## src/rtl/fifo_ctrl_pkg.sv

```systemverilog
// Shared types and constants for the store-then-forward FIFO sequencer.
package fifo_ctrl_pkg;

    localparam int unsigned DEPTH_DEFAULT = 128;
    localparam int unsigned BYTE_W        = 8;
    localparam int unsigned STATUS_W      = 3;

    // Sticky status bit positions
    localparam int unsigned STAT_BAD_LEN  = 0;
    localparam int unsigned STAT_FLAG_MIS = 1;
    localparam int unsigned STAT_TIMEOUT  = 2;

    typedef enum logic [2:0] {
        IDLE,
        CFG,
        WR_HI,
        WR_LO,
        CHK_FULL,
        DRAIN_HI,
        DRAIN_LO,
        CHK_RC
    } state_e;

endpackage

```

## src/rtl/fifo_seq_ctrl.sv

```systemverilog
// Per-packet sequencer: programs the byte FIFO length, fills it from an
// upstream valid/ready source, then drains it to a downstream sink, while
// producing the FIFO's edge-sensitive strobes and cross-checking its flags.
module fifo_seq_ctrl
    import fifo_ctrl_pkg::*;
#(
    parameter int unsigned DEPTH         = DEPTH_DEFAULT,
    parameter int unsigned STALL_TIMEOUT = 0
) (
    input  logic                clk,
    input  logic                reset_n,
    input  logic                start,
    input  logic [BYTE_W-1:0]   start_len,
    input  logic                abort,
    input  logic                wr_valid,
    input  logic [BYTE_W-1:0]   wr_data,
    output logic                wr_ready,
    output logic                rd_valid,
    output logic [BYTE_W-1:0]   rd_data,
    input  logic                rd_ready,
    output logic                fifo_length_input_en,
    output logic [BYTE_W-1:0]   fifo_length_in,
    output logic                fifo_input_en,
    output logic [BYTE_W-1:0]   fifo_data_in,
    output logic                fifo_output_en,
    input  logic [BYTE_W-1:0]   fifo_data_out,
    input  logic                fifo_full,
    input  logic                fifo_read_complete,
    output logic                busy,
    output logic                done,
    output logic                err,
    output logic [STATUS_W-1:0] status
);

    // Stall counter keeps at least one bit so a disabled watchdog still elaborates
    localparam int unsigned STALL_W = (STALL_TIMEOUT > 0) ? $clog2(STALL_TIMEOUT + 1) : 1;

    state_e              state, state_nxt;
    logic [BYTE_W-1:0]   len, len_nxt;
    logic [BYTE_W-1:0]   byte_cnt, byte_cnt_nxt;
    logic [STALL_W-1:0]  stall_cnt, stall_cnt_nxt;
    logic [STATUS_W-1:0] status_nxt;
    logic                done_nxt;
    logic                err_nxt;
    logic                len_ok;
    logic                last_byte;
    logic                stall_expired;

    assign len_ok        = (start_len != '0) && (32'(start_len) <= DEPTH);
    assign last_byte     = (byte_cnt + 8'd1) == len;
    assign stall_expired = (STALL_TIMEOUT != 0) && ((32'(stall_cnt) + 32'd1) >= STALL_TIMEOUT);

    // Handshake passthroughs follow the current phase with no extra latency
    assign wr_ready      = (state == WR_HI);
    assign fifo_input_en = (state == WR_HI) && wr_valid;
    assign fifo_data_in  = wr_data;
    assign rd_valid      = (state == DRAIN_HI);
    assign rd_data       = fifo_data_out;

    // Next-state, counter and status decisions; abort overrides every transition
    always_comb begin
        state_nxt     = state;
        len_nxt       = len;
        byte_cnt_nxt  = byte_cnt;
        stall_cnt_nxt = '0;
        status_nxt    = status;
        done_nxt      = 1'b0;
        err_nxt       = 1'b0;

        if ((state != IDLE) && abort) begin
            state_nxt                = IDLE;
            err_nxt                  = 1'b1;
            status_nxt[STAT_TIMEOUT] = 1'b1;
        end else begin
            case (state)
                IDLE: begin
                    if (start) begin
                        if (len_ok) begin
                            len_nxt    = start_len;
                            status_nxt = '0;
                            state_nxt  = CFG;
                        end else begin
                            err_nxt                  = 1'b1;
                            status_nxt[STAT_BAD_LEN] = 1'b1;
                        end
                    end
                end
                CFG: begin
                    byte_cnt_nxt = '0;
                    state_nxt    = WR_HI;
                end
                WR_HI: begin
                    if (wr_valid) begin
                        state_nxt = WR_LO;
                    end
                end
                WR_LO: begin
                    byte_cnt_nxt = byte_cnt + 8'd1;
                    state_nxt    = last_byte ? CHK_FULL : WR_HI;
                end
                CHK_FULL: begin
                    if (!fifo_full) begin
                        err_nxt                   = 1'b1;
                        status_nxt[STAT_FLAG_MIS] = 1'b1;
                    end
                    byte_cnt_nxt = '0;
                    state_nxt    = DRAIN_HI;
                end
                DRAIN_HI: begin
                    if (rd_ready) begin
                        state_nxt = DRAIN_LO;
                    end else if (stall_expired) begin
                        state_nxt                = IDLE;
                        err_nxt                  = 1'b1;
                        status_nxt[STAT_TIMEOUT] = 1'b1;
                    end else begin
                        stall_cnt_nxt = (stall_cnt == '1) ? stall_cnt : stall_cnt + STALL_W'(1);
                    end
                end
                DRAIN_LO: begin
                    byte_cnt_nxt = byte_cnt + 8'd1;
                    state_nxt    = last_byte ? CHK_RC : DRAIN_HI;
                end
                CHK_RC: begin
                    if (!fifo_read_complete) begin
                        err_nxt                   = 1'b1;
                        status_nxt[STAT_FLAG_MIS] = 1'b1;
                    end
                    done_nxt  = 1'b1;
                    state_nxt = IDLE;
                end
                default: begin
                    state_nxt = IDLE;
                end
            endcase
        end
    end

    // State, counters and registered outputs; strobes decode the upcoming state
    always_ff @(posedge clk or negedge reset_n) begin
        if (!reset_n) begin
            state                <= IDLE;
            len                  <= '0;
            byte_cnt             <= '0;
            stall_cnt            <= '0;
            fifo_length_input_en <= 1'b0;
            fifo_length_in       <= '0;
            fifo_output_en       <= 1'b0;
            busy                 <= 1'b0;
            done                 <= 1'b0;
            err                  <= 1'b0;
            status               <= '0;
        end else begin
            state                <= state_nxt;
            len                  <= len_nxt;
            byte_cnt             <= byte_cnt_nxt;
            stall_cnt            <= stall_cnt_nxt;
            fifo_length_input_en <= (state_nxt == CFG);
            fifo_length_in       <= len_nxt;
            fifo_output_en       <= (state_nxt == DRAIN_HI);
            busy                 <= (state_nxt != IDLE);
            done                 <= done_nxt;
            err                  <= err_nxt;
            status               <= status_nxt;
        end
    end

endmodule
```

## config.mk

```make
export PLATFORM = sky130hd
export DESIGN_NAME = fifo_seq_ctrl
export DESIGN_NICKNAME = d
export VERILOG_FILES = /design/src/rtl/fifo_ctrl_pkg.sv /design/src/rtl/fifo_seq_ctrl.sv
export SDC_FILE = /design/constraint.sdc
export NUM_CORES = 1
export LEC_CHECK = 0
export CAP_MARGIN = 20
export CELL_PAD_IN_SITES_DETAIL_PLACEMENT = 2
export CELL_PAD_IN_SITES_GLOBAL_PLACEMENT = 2
export CORE_UTILIZATION = 30
export DETAILED_ROUTE_END_ITERATION = 10
export DONT_BUFFER_PORTS = 1
export PLACE_DENSITY_LB_ADDON = 0.1
export REMOVE_ABC_BUFFERS = 1
export SLEW_MARGIN = 20
export SYNTH_ARGS = -nofsm -noshare
export SYNTH_HDL_FRONTEND = slang
export SYNTH_SLANG_ARGS = --single-unit
```

## constraint.sdc

```tcl
create_clock -name clk -period 2 [get_ports clk]
set_input_delay 0.2 -clock clk [delete_from_list [all_inputs] [get_ports clk]]
set_output_delay 0.2 -clock clk [all_outputs]
set_load 0.01 [all_outputs]
```

==> metrics.cfg <==
[status]
outcome = complete, but fails checks
violations = negative setup slack

[detailed_routing]
drc_errors = 0
ant_nets = 0
vias_per_cell = 5.37
dr.first_iter.drc_count = 36
wl_mm = 5.20
vias = 1454
dr.pass1.iters = 4
wl_per_cell_um = 19.2

[logic_synthesis]
synth_most_common_cell = nand2_1
synth_top_area_share_pct = 41.4
yosys_most_used_dff = dfrtp_1
synth-seq-area-share_pct = 41.4
syn_avg_cell_area_sq_um = 8.58
ys_top_cells_by_count = nand2_1, dfrtp_1, buf_4
yosysTopAreaCell = dfrtp_1
syn_inst = 190
synthArstFlopShare_pct = 100
synth-edff-count = 0
synthTopCellsByArea = dfrtp_1, nand2_1, buf_4, xnor2_1, nor3b_1
ys_types = 43
netlist_area_sq_um = 1630
synth_seq_cells = 27
ys_warn_count = 0

[worst_setup_path]
critical_path_required_ps = 2210
crit_arrival_ps = 2300
crit_path_top_delay_cell = or4_4
r2r_start = byte_cnt[0]$_DFFE_PN0P_
r2r_end = fifo_output_en$_DFF_PN0_
path_cells = nand4_1, nor3_2, or4_4, o311a_4, or4_4, a31oi_2
slowest_delay_ps = 530
path_class = reg -> reg
r2r_cells = 6
crit_path_end = fifo_output_en$_DFF_PN0_
end_kind = flop
startpoint_type = flop
path_common_cell = or4_4
cp_max_fo = 4
r2r_slack_ps = -90
crit_start = byte_cnt[0]$_DFFE_PN0P_

[sta]
maxSlewHeadroom_pct = 62.5
fin_crit_ps = 2090
hold_violations = 0
drv_slew = 0
whs_ps = 17.5
rsz0062_at_grt = true
setup_viol = 2
fin_skew_ps = 2.52
worstMarginPinSlew_ps = 554
fin_ws_ps = -89.9
period_share_pct = 104
fmax_ghz = 0.478

[global_route]
grtUsageTotal_pct = 20.2
antenna_found_initial = 0
grt_pass1_wl_mm = 8.39
grt_max_degree = 28
grt-ovfl-total = 0
grt_pass1_vias = 1590

[clock_tree]
clock_sinks = 27
cts-buffers-inserted = 3
cts_tree = built
cts.clk_slew.worst_paths_ps = 100
clkLatencyLatePin_ps = 280
htreeDepth = 1
cts_root_buffer = clkbuf_8
clock_path_buffers = 2

[pwr]
p_total_mw = 1.48
p_leak_nw = 0.856
p_int_mw = 0.965
p_comb_share_pct = 29.3
power_switching_mw = 0.517
sw_frac_of_total_pct = 34.9
peakVddDrop_v = 0.000330
pwr-share-clk_pct = 23.0
p_per_area_nw_per_um2 = 771
pwr-share-seq_pct = 47.6

[final_layout]
area_growth_pct = 18.0
post-route-util_pct = 37.2
multi_input_area_sq_um = 831
nets = 235
seqCellArea_sq_um = 678
layout-drive-gt1-share_pct = 24.9
diodes = 0
n_fill_cell = 586

[floorplan]
initial_core_util_pct = 31.5
die_area_sq_um = 5730
core_sq_um = 5170
die_w_um = 75.7
rows = 26
die_h_um = 75.7
pin_count = 67

[worst_hold_path]
holdPathStages = 2
hp-start = start_len[2]
worst_hold_path_type = in -> reg

[placed_design]
numPortBuffers = 0
place_congestion = 0.784
dp_hpwl_mm = 3.97

[job]
drv_cap = 0

[timing repair]
action / in CTS / in global routing
endpoints found under the hold margin: 29 / 0
pin swaps: 1 / 2
buffers inserted: 1 / 1
setup endpoints to repair: 3 / 3
hold buffers: 3 / 0
resized for setup: 4 / 9
[cells in the final DEF (no fill, tap or decap), types with 6 or more instances in the layout]
cell,Yosys,layout
buf_4,16,28
dfrtp_1,27,25
inv_1,6,6
nand2_1,45,45
nor2_1,9,9
nor3_1,6,6
o21ai_1,6,6
[worst min-delay path by stage]
| stage | end | slack, ps |
|---|---|---|
| 6_report | len[2]$_DFFE_PN0P_ | 20 |
| 5_1_grt | len[2]$_DFFE_PN0P_ | 10 |
| 4_1_cts | len[2]$_DFFE_PN0P_ | 7 |
| 3_5_place_dp | fifo_output_en$_DFF_PN0_ | -90 |
| 3_3_place_gp | fifo_output_en$_DFF_PN0_ | -90 |
| 2_1_floorplan | busy$_DFF_PN0_ | -100 |
[registers in the layout, indices dropped and copies added, names as in the netlist]
register / flops
byte_cnt: 8
len: 8
state: 3
status: 3
busy: 1
done: 1
err: 1
fifo_length_input_en: 1
fifo_output_en: 1
[kinds of logic after synthesis]
group	Yosys count	share of synthesized area, %
simple gates	86	25.7
compound gates	36	15.4
buf+inv	31	11.8
flops	27	41.4
xor+xnor	9	4.83
fa+ha+maj	1	0.767
[through the flow]
step	TNS, ps	cells	worst slack [ps]	area [sq um]
floorplan	-249	166	-127	1460
global placement	-70.8	262	-42.4	1750
detailed placement	-324	262	-137	1750
CTS	-255	270	-122	1870
global route	-283	271	-161	1920
finish	-167	271	-89.9	1920
[worst max-delay path: cells and delay by family, from the launching register on]
family | cells | cell delay [ps]
flip-flops | 1 | 450
AO/OA/AOI/OAI | 2 | 280
AND/OR/NAND/NOR | 4 | 1290
[power groups by stage]
stage                     clock network, mW  logic (mW)  registers (mW)
after floorplan                           0       0.183           0.720
after global placement                    0       0.362           0.708
after detailed placement                  0       0.378           0.713
after CTS                             0.355       0.420           0.706
after global routing                  0.370       0.479           0.719
final                                 0.341       0.435           0.706
[area by class of cell]
cell class / instances / area share, %
tap: 70 / 4.55
inverter: 7 / 1.37
timing repair buffer: 31 / 13.0
clock inverter: 1 / 0.455
multi-input combinational: 132 / 43.2
sequential: 27 / 35.3
clock buffer: 3 / 2.15
[layer usage]
metal | global-route usage (%) | share of wire [%] | routed length (um)
met5 | 3.70 | 0 | 0
met4 | 4.94 | 0.85 | 44
met3 | 7.67 | 6.5 | 338
met2 | 32.9 | 48 | 2510
met1 | 25.1 | 44 | 2300
Power figures use the tool's default switching activity.
